===== config.mk =====
export PLATFORM = sky130hd
export DESIGN_NAME = htpa_bbox_find_flat
export DESIGN_NICKNAME = d
export VERILOG_FILES = /design/src/rtl/htpa_bbox_if.sv /design/src/rtl/htpa_bbox_find.sv /design/src/flat_wrapper.sv
export SDC_FILE = /design/constraint.sdc
export NUM_CORES = 1
export LEC_CHECK = 0
export ABC_AREA = 1
export CORE_UTILIZATION = 35
export DETAILED_ROUTE_END_ITERATION = 7
export SYNTH_ARGS = -nofsm -noshare
export SYNTH_HDL_FRONTEND = slang
export SYNTH_SLANG_ARGS = --single-unit

===== constraint.sdc =====
create_clock -name clk -period 5.2 [get_ports clk]
set_clock_uncertainty 0.1 [all_clocks]
set_input_delay 1.56 -clock clk [delete_from_list [all_inputs] [get_ports clk]]
set_output_delay 1.56 -clock clk [all_outputs]
set_load 0.02 [all_outputs]

===== src/rtl/htpa_bbox_if.sv =====
// htpa_bbox_if: HTPA pixel stream in, per-frame hot-pixel bounding box out
interface htpa_bbox_if #(
    parameter int PIX_W = 16
);
    logic             pix_valid;
    logic             pix_sof;
    logic [PIX_W-1:0] pix_data;
    logic [PIX_W-1:0] thr;
    logic [6:0]       xo;
    logic [6:0]       xn;
    logic [5:0]       yo;
    logic [5:0]       yn;
    logic             found;
    logic [12:0]      hit_cnt;
    logic             box_valid;
    logic             frame_err;
    modport master (
        output pix_valid, pix_sof, pix_data, thr,
        input  xo, xn, yo, yn, found, hit_cnt, box_valid, frame_err
    );
    modport slave (
        input  pix_valid, pix_sof, pix_data, thr,
        output xo, xn, yo, yn, found, hit_cnt, box_valid, frame_err
    );
endinterface


===== src/rtl/htpa_bbox_find.sv =====
// htpa_bbox_find: thresholds a raster pixel stream and publishes the hot-pixel bounding box per frame
module htpa_bbox_find #(
    parameter int X_SIZE = 80,
    parameter int Y_SIZE = 64
) (
    input logic        clk,
    input logic        reset,
    htpa_bbox_if.slave bus
);
    typedef enum logic [1:0] {IDLE, SCAN, DONE} state_t;
    state_t      state_q;
    logic [6:0]  x_q, xmin_q, xmax_q, xo_q, xn_q;
    logic [5:0]  y_q, ymin_q, ymax_q, yo_q, yn_q;
    logic [12:0] cnt_q, hit_q;
    logic        any_q, found_q, box_q, err_q;
    logic        start, take, hot, wrap, last, any_d;
    logic [6:0]  cx, xmin_b, xmax_b, x_d, xmin_d, xmax_d;
    logic [5:0]  cy, ymin_b, ymax_b, y_d, ymin_d, ymax_d;
    logic [12:0] cnt_b, cnt_d;
    // A sof pixel is processed against freshly initialised accumulators in the same cycle
    always_comb begin
        start  = bus.pix_valid & bus.pix_sof;
        take   = start | (bus.pix_valid & (state_q == SCAN));
        hot    = bus.pix_valid & (bus.pix_data > bus.thr);
        cx     = start ? 7'd0 : x_q;
        cy     = start ? 6'd0 : y_q;
        xmin_b = start ? 7'd127 : xmin_q;
        xmax_b = start ? 7'd0 : xmax_q;
        ymin_b = start ? 6'd63 : ymin_q;
        ymax_b = start ? 6'd0 : ymax_q;
        cnt_b  = start ? 13'd0 : cnt_q;
        xmin_d = (hot && cx < xmin_b) ? cx : xmin_b;
        xmax_d = (hot && cx > xmax_b) ? cx : xmax_b;
        ymin_d = (hot && cy < ymin_b) ? cy : ymin_b;
        ymax_d = (hot && cy > ymax_b) ? cy : ymax_b;
        cnt_d  = cnt_b + 13'(hot && cnt_b != 13'h1fff);
        any_d  = hot | (~start & any_q);
        wrap   = cx == 7'(X_SIZE - 1);
        last   = wrap && cy == 6'(Y_SIZE - 1);
        x_d    = wrap ? 7'd0 : cx + 7'd1;
        y_d    = wrap ? cy + 6'd1 : cy;
    end
    always_ff @(posedge clk) begin
        if (reset) begin
            state_q <= IDLE;
            {x_q, y_q, xmin_q, xmax_q, ymin_q, ymax_q, cnt_q, any_q} <= '0;
            {xo_q, xn_q, yo_q, yn_q, hit_q, found_q, box_q, err_q} <= '0;
        end else begin
            box_q <= 1'b0;
            err_q <= 1'b0;
            if (take) begin
                state_q <= last ? DONE : SCAN;
                x_q     <= x_d;
                y_q     <= y_d;
                xmin_q  <= xmin_d;
                xmax_q  <= xmax_d;
                ymin_q  <= ymin_d;
                ymax_q  <= ymax_d;
                cnt_q   <= cnt_d;
                any_q   <= any_d;
                err_q   <= start & (state_q == SCAN);
                if (last) begin
                    box_q   <= 1'b1;
                    found_q <= any_d;
                    xo_q    <= any_d ? xmin_d : 7'd0;
                    xn_q    <= any_d ? xmax_d : 7'd0;
                    yo_q    <= any_d ? ymin_d : 6'd0;
                    yn_q    <= any_d ? ymax_d : 6'd0;
                    hit_q   <= cnt_d;
                end
            end else if (state_q == DONE) begin
                state_q <= IDLE;
            end
        end
    end
    assign bus.xo        = xo_q;
    assign bus.xn        = xn_q;
    assign bus.yo        = yo_q;
    assign bus.yn        = yn_q;
    assign bus.found     = found_q;
    assign bus.hit_cnt   = hit_q;
    assign bus.box_valid = box_q;
    assign bus.frame_err = err_q;
endmodule


===== src/flat_wrapper.sv =====
// flat-port wrapper written by rule: the top's interface ports become plain ports
module htpa_bbox_find_flat 
#(
    parameter int X_SIZE = 80,
    parameter int Y_SIZE = 64
)
  (clk, reset, bus_pix_valid, bus_pix_sof, bus_pix_data, bus_thr, bus_xo, bus_xn, bus_yo, bus_yn, bus_found, bus_hit_cnt, bus_box_valid, bus_frame_err);
  htpa_bbox_if #(.PIX_W(16)) bus_i ();
  input logic clk;
  input logic reset;
  input wire logic [$bits(bus_i.pix_valid)-1:0] bus_pix_valid;
  input wire logic [$bits(bus_i.pix_sof)-1:0] bus_pix_sof;
  input wire logic [$bits(bus_i.pix_data)-1:0] bus_pix_data;
  input wire logic [$bits(bus_i.thr)-1:0] bus_thr;
  output wire logic [$bits(bus_i.xo)-1:0] bus_xo;
  output wire logic [$bits(bus_i.xn)-1:0] bus_xn;
  output wire logic [$bits(bus_i.yo)-1:0] bus_yo;
  output wire logic [$bits(bus_i.yn)-1:0] bus_yn;
  output wire logic [$bits(bus_i.found)-1:0] bus_found;
  output wire logic [$bits(bus_i.hit_cnt)-1:0] bus_hit_cnt;
  output wire logic [$bits(bus_i.box_valid)-1:0] bus_box_valid;
  output wire logic [$bits(bus_i.frame_err)-1:0] bus_frame_err;
  assign bus_i.pix_valid = bus_pix_valid;
  assign bus_i.pix_sof = bus_pix_sof;
  assign bus_i.pix_data = bus_pix_data;
  assign bus_i.thr = bus_thr;
  assign bus_xo = bus_i.xo;
  assign bus_xn = bus_i.xn;
  assign bus_yo = bus_i.yo;
  assign bus_yn = bus_i.yn;
  assign bus_found = bus_i.found;
  assign bus_hit_cnt = bus_i.hit_cnt;
  assign bus_box_valid = bus_i.box_valid;
  assign bus_frame_err = bus_i.frame_err;
  htpa_bbox_find #(.X_SIZE(X_SIZE), .Y_SIZE(Y_SIZE)) u_core (.clk(clk), .reset(reset), .bus(bus_i));
endmodule

=== Word level (Yosys, flattened, before mapping) ===
Cells that the tools add are included.

* Register bits after elaboration: 97
* Input bits: 36
* Output and inout bits: 42
* Logic and storage cells: 69

* Add/subtract/negate cells: 3
* Order comparisons: 5
* Equal/unequal tests: 5
* Muxes and demuxes: 21
* Bitwise gates (word level): 9
* Reductions and logical operators: 9

{| class="wikitable"
|+ Operators by type and width
! operator !! count
|-
| 2-to-1 mux 7 bit || 8
|-
| 2-to-1 mux 6 bit || 8
|-
| > comparator 16 bit || 1
|-
| adder 13 x 1 -> 13 bit || 1
|-
| 2-to-1 mux 13 bit || 1
|-
| != test 13 bit, second input constant || 1
|-
| adder 7 x 1 -> 7 bit, second input constant || 1
|-
| equality test 7 bit, second input constant || 1
|-
| > comparator 7 bit || 1
|-
| less-than comparator 7 bit || 1
|-
| adder 6 x 1 -> 6 bit, second input constant || 1
|-
| equality test 6 bit, second input constant || 1
|-
| > comparator 6 bit || 1
|-
| logical AND 1 bit || 6
|-
| less-than comparator 6 bit || 1
|-
| 2-to-1 mux 2 bit || 3
|-
| bitwise AND 1 bit || 5
|-
| equality test 2 x 1 -> 1 bit, second input constant || 1
|-
| equality test 2 bit, second input constant || 1
|-
| inverter 1 bit || 2
|-
| OR 1 bit || 2
|-
| AND reduction 2 bit || 1
|-
| nonzero test 2 bit || 1
|-
| OR reduction 2 bit || 1
|-
| 2-to-1 mux 1 bit || 1
|}

=== Logic depth before layout (Yosys ltp) ===
* Word-level depth: 6
* Depth in mapped cells: 23
* Mapped depth without buffers: 23

=== Worst setup path after synthesis ===
No wires, ideal clock.

* Kind: input-to-reg
* From: in bus_pix_sof
* To: reg u_core.xmax_q[6]
* Data arrival time: 3.753 ns
* Data required time: 4.991 ns
* Path slack: 1.238 ns
* Cell stages on the path: 16
* Path buffers: 3
* Cell sequence: nand2_2 -> buf_4 -> inv_2 -> buf_2 -> buf_2 -> nor2_1 -> ha_1 -> nand2_1 -> o21ai_0 -> nand2_1 -> a21boi_1 -> nand3_1 -> nand2_1 -> nand3_1 -> nand2_1 -> inv_1

* Word-level cells in the longest chain between the ends: 5
* Elaborated cells on any way between the ends: 7
* Classes of those cells: order compare: 1; mux: 3; bitwise: 2; reduce/logical: 1

{| class="wikitable"
|+ RTL lines
! what !! line !! text
|-
| start: declaration || flat_wrapper.sv:12 || <nowiki>input wire logic [$bits(bus_i.pix_sof)-1:0] bus_pix_sof;</nowiki>
|-
| bitwise AND 1 bit * || htpa_bbox_find.sv:22 || <nowiki>start = bus.pix_valid & bus.pix_sof;</nowiki>
|-
| 2-to-1 mux 7 bit (on tied branches) || htpa_bbox_find.sv:25, htpa_bbox_find.sv:28 ||
|-
| > comparator 7 bit || htpa_bbox_find.sv:33 || <nowiki>xmax_d = (hot && cx > xmax_b) ? cx : xmax_b;</nowiki>
|-
| logical AND 1 bit || htpa_bbox_find.sv:33 ||
|-
| 2-to-1 mux 7 bit || htpa_bbox_find.sv:33 ||
|-
| end signal: assignment || htpa_bbox_find.sv:56 || <nowiki>xmax_q <= xmax_d;</nowiki>
|-
| end: declaration || htpa_bbox_find.sv:12 || <nowiki>logic [6:0] x_q, xmin_q, xmax_q, xo_q, xn_q;</nowiki>
|}

Mark *: on every way between the ends. The rest lies on a longest branch, timed or not.
A chain may end at the register's enable or synchronous reset.

=== Worst setup path in the final report ===
* From: in bus_pix_valid
* To: reg u_core.xo_q[2] (netlist: u_core.bus.xo[2])

* Word-level cells in the longest chain between the ends: 6
* Elaborated cells on any way between the ends: 18
* Classes of those cells: order compare: 1; eq/ne: 2; mux: 5; bitwise: 7; reduce/logical: 3

{| class="wikitable"
|+ RTL lines
! what !! line !! text
|-
| start: declaration || flat_wrapper.sv:11 || <nowiki>input wire logic [$bits(bus_i.pix_valid)-1:0] bus_pix_valid;</nowiki>
|-
| bitwise AND 1 bit || htpa_bbox_find.sv:22 ||
|-
| 2-to-1 mux 7 bit (on tied branches) || htpa_bbox_find.sv:25, htpa_bbox_find.sv:27 ||
|-
| less-than comparator 7 bit || htpa_bbox_find.sv:32 || <nowiki>xmin_d = (hot && cx < xmin_b) ? cx : xmin_b;</nowiki>
|-
| logical AND 1 bit || htpa_bbox_find.sv:32 ||
|-
| 2-to-1 mux 7 bit || htpa_bbox_find.sv:32 ||
|-
| 2-to-1 mux 7 bit || htpa_bbox_find.sv:65 || <nowiki>xo_q <= any_d ? xmin_d : 7'd0;</nowiki>
|-
| end signal: assignment || htpa_bbox_find.sv:65 ||
|-
| end: declaration || htpa_bbox_find.sv:12 ||
|}

Several ways; a longest one is shown, not always the timed one.

==> results by group <==
Routing
  – Initial DRC Count: approximately 270
  – Vias: around 5400
  – First drt pass iteration count: 5
  – Routed WL per cell: 12.38 µm
  – Total Wirelength: 14300 µm
  – DRC viols: 0
  – Via density: ~4.7
  – ANT nets after route: 0

Critical path
  – Critical path's slowest cell: nor2_8
  – Crit path to: u_core.bus.xo[2]$_SDFFE_PP0P_
  – Crit Reg-Reg Startpoint: u_core.x_q[0]$_SDFFE_PP0N_
  – CP arrival: 4.45 ns
  – Worst reg2reg path depth: 13
  – R2R Setup Slk: around 2.6 ns
  – Startpoint types: primary input
  – Worst Path Max Fanout: 26
  – CP Capture Type: flip-flop
  – CP cell instances: clkdlybuf4s50_1 > nand2_2 > inv_2 > nor2_1 > ha_1 > nand2_2 > nor2_4 > nand2_4 > nor2_8 > nand4_4 > nor2_4 > nand2_4 > nor2_8 > nand2_1 > nand2_1
  – Reg-to-reg endpoint: u_core.bus.xo[2]$_SDFFE_PP0P_
  – Worst stage delay on the critical path: around 0.49 ns
  – Setup crit start: bus_pix_valid
  – Crit path kind: primary input to flip-flop
  – CP required: between 5 and 6 ns

Place
  – Input/output buffers: 77
  – Dpl ws: ~0.60 ns
  – DP HPWL: roughly 10000 µm
  – Final RePlAce weighted congestion: between 0.8 and 0.9
  – Dpl cells: around 1100
  – Cell Area, Placed: 6814 µm²

Global route
  – Antenna violations before repair: 0
  – First-pass GRT wire length: roughly 25000 µm
  – Vias in the first global route: 5139
  – Aggregate global routing overflow: 0
  – GRT Total Usage: 17.55%
  – Largest net degree at the start of global routing: 86

Power
  – PwrDens: roughly 240 nW/µm²
  – Power, Total: around 1.7 mW
  – Int Pwr: 1.218 mW
  – Switching pwr: roughly 0.48 mW
  – Sw frac: 28.47%
  – Share of total power in sequential cells: between 40 and 50%
  – Clock power share: a little under two fifths
  – Static Leak: 3.782 nW
  – Gate power share: between 10% and 20%
  – Worst ir drop on vdd: 150.6 µV

Layout
  – Non-filler cells, final: between 1000 and 1500
  – Finished Cell Area: between 7000 and 8000 µm²
  – Fillcell total: 1699
  – Fraction of layout cells with a size suffix above 1: under 10%
  – Synthesis-to-finish area growth: 20.64%
  – Number of diodes: 0
  – Fin util: a little over two fifths
  – Nets: about 1000

Synthesis
  – Netlist cell types: 40
  – Synthesized net count: roughly 960
  – Register area share after synthesis: 33.06%
  – EDFF count, synth: 0
  – Mapped Area: around 5900 µm²
  – Mapped Cells: 875
  – Warnings from Yosys: 0
  – Async SR Flop Fraction: 0%
  – Syn avg cell area: 6.714 µm²
  – Top_reg_cell synth: dfxtp_1
  – FF+latch count, synth: 97

Die
  – Die area: around 17000 µm²
  – Area of the core: about 16000 µm²
  – I/O pins: about 80
  – Number of cell rows: 46
  – Initial core utilization: 36.45%
  – Die Wd: 131.6 µm
  – Die Y: 131.6 µm

Worst hold path
  – Worst Hold Class: flip-flop to flip-flop

CTS
  – Post-CTS Setup Repair Bufs: 0
  – PostCTS Resize Cnt: 0
  – Hold Buf Count CTS: 0
  – Root Buffer: clkbuf_16
  – CTS tree: yes
  – Skew-Pair Late Insertion Delay: between 0.3 and 0.4 ns
  – Clk sinks: 97
  – Clock buffer depth: 2
  – CTS clk-pin slew, worst paths: around 0.07 ns
  – TritonCTS Buffers: 9
  – H-Tree Depth: 3

Outcome
  – Status: finished, final reports clean

STA
  – Total Neg Setup Slack: 0 ns
  – Minimum clock period: 4.260 ns
  – Final setup violation count: 0
  – Post-layout worst setup margin: 0.9404 ns
  – Slew @ Worst Pin: between 0.8 and 0.9 ns
  – Final hold vios: 0
  – Fmax: between 0.2 and 0.25 GHz
  – RSZ-0062 raised after global routing: false
  – Worst slew margin: between 40% and 50%
  – Max-slew violations: 0
  – Fin crit share: 81.92%
  – Hold Worst Slack: approximately 0.37 ns

Run
  – Max-cap violations: 0
-- worst min path at each step --
stage / from / endpoint / slack (ns) / cells past startpoint
2_1_floorplan: u_core.x_q[4]$_SDFFE_PP0N_ / u_core.x_q[4]$_SDFFE_PP0N_ / 0.35 / 2
6_report: u_core.bus.hit_cnt[0]$_SDFFE_PP0P_ / u_core.bus.hit_cnt[0]$_SDFFE_PP0P_ / 0.37 / 2
3_5_place_dp: u_core.bus.yn[0]$_SDFFE_PP0P_ / u_core.bus.yn[0]$_SDFFE_PP0P_ / 0.36 / 2
4_1_cts: u_core.x_q[4]$_SDFFE_PP0N_ / u_core.x_q[4]$_SDFFE_PP0N_ / 0.37 / 2
5_1_grt: u_core.bus.yn[2]$_SDFFE_PP0P_ / u_core.bus.yn[2]$_SDFFE_PP0P_ / 0.39 / 2
3_3_place_gp: u_core.x_q[4]$_SDFFE_PP0N_ / u_core.x_q[4]$_SDFFE_PP0N_ / 0.35 / 2
-- routing by layer --
metal | up-vias | share of wire [%] | GRT usage, %
met4 | 0 | 1.1 | 4.199
met3 | 9 | 2.9 | 3.511
met1 | 2425 | 51 | 22.73
li1 | 2905 | - | -
met5 | - | 0 | 0
met2 | 57 | 45 | 29.66
-- synthesized netlist by cell type, drive strengths merged (7+ instances only) --
master | number | area share, %
nand4 | 30 | 3.5
clkbuf | 18 | 1.2
o21ai | 51 | 4.3
buf | 21 | 2.0
ha | 44 | 9.4
dfxtp | 97 | 33
nand2 | 245 | 16
nor3 | 9 | 0.85
nor2 | 67 | 5.3
xor2 | 7 | 1.0
inv | 142 | 9.1
nand3 | 82 | 7.1
a21oi | 35 | 3.1
-- critical path: cells and delay by family --
kind	cells	cell delay (ns)
buffers and inverters	2	0.63
adders and majority gates	1	0.23
and+or+nand+nor	12	2.00
-- flip-flops by register name, summed over array words and instances (netlist names) --
register and flops:
u_core.bus.found 1, u_core.state_q 2, u_core.bus.box_valid 1, u_core.x_q 7, u_core.bus.yo 6, u_core.bus.frame_err 1
u_core.xmin_q 7, u_core.bus.yn 6, u_core.ymax_q 6, u_core.ymin_q 6, u_core.bus.xo 7, u_core.bus.hit_cnt 13
u_core.bus.xn 7, u_core.y_q 6, u_core.any_q 1, u_core.cnt_q 13, u_core.xmax_q 7
-- power groups by stage --
| stage | Combinational [mW] | Sequential (mW) | Clock, mW |
|---|---|---|---|
| 2_1_floorplan | 0.209 | 0.797 | 0 |
| 3_3_place_gp | 0.292 | 0.801 | 0 |
| 3_5_place_dp | 0.294 | 0.801 | 0 |
| 4_1_cts | 0.295 | 0.784 | 0.646 |
| 5_1_grt | 0.341 | 0.788 | 0.671 |
| 6_report | 0.293 | 0.785 | 0.625 |
-- placed cells by master, fill, tap and decap left out, types with 3 or more instances in the layout --
| cell | instances |
|---|---|
| clkdlybuf4s50_1 | 77 |
| o21bai_1 | 6 |
| nand3_1 | 81 |
| xnor2_1 | 5 |
| nand2_2 | 14 |
| nor2_4 | 3 |
| nand2_1 | 229 |
| o211ai_1 | 5 |
| dfxtp_1 | 97 |
| xor2_1 | 7 |
| ha_1 | 44 |
| buf_4 | 11 |
| a21oi_1 | 33 |
| o21ai_0 | 49 |
| nor2_1 | 60 |
| nand4_1 | 29 |
| inv_2 | 3 |
| nor3_1 | 8 |
| clkbuf_16 | 9 |
| inv_1 | 139 |
-- cell families after synthesis --
kind of cell	share of synthesized area, %
simple gates	33.59
buf+inv	12.37
xor+xnor	1.789
compound gates	9.819
flops	33.06
fa+ha+maj	9.372
-- layout make-up --
type,count,area [µm²],share of cell area [%]
Multi-Input combinational cell,595,3208,45.27
Sequential cell,97,1942,27.40
Timing Repair Buffer,88,853.3,12.04
Inverter,144,540.5,7.627
Tap cell,216,270.3,3.814
Clock buffer,11,242.7,3.425
Clock inverter,4,30.03,0.4237
Power figures use the tool's default switching activity.
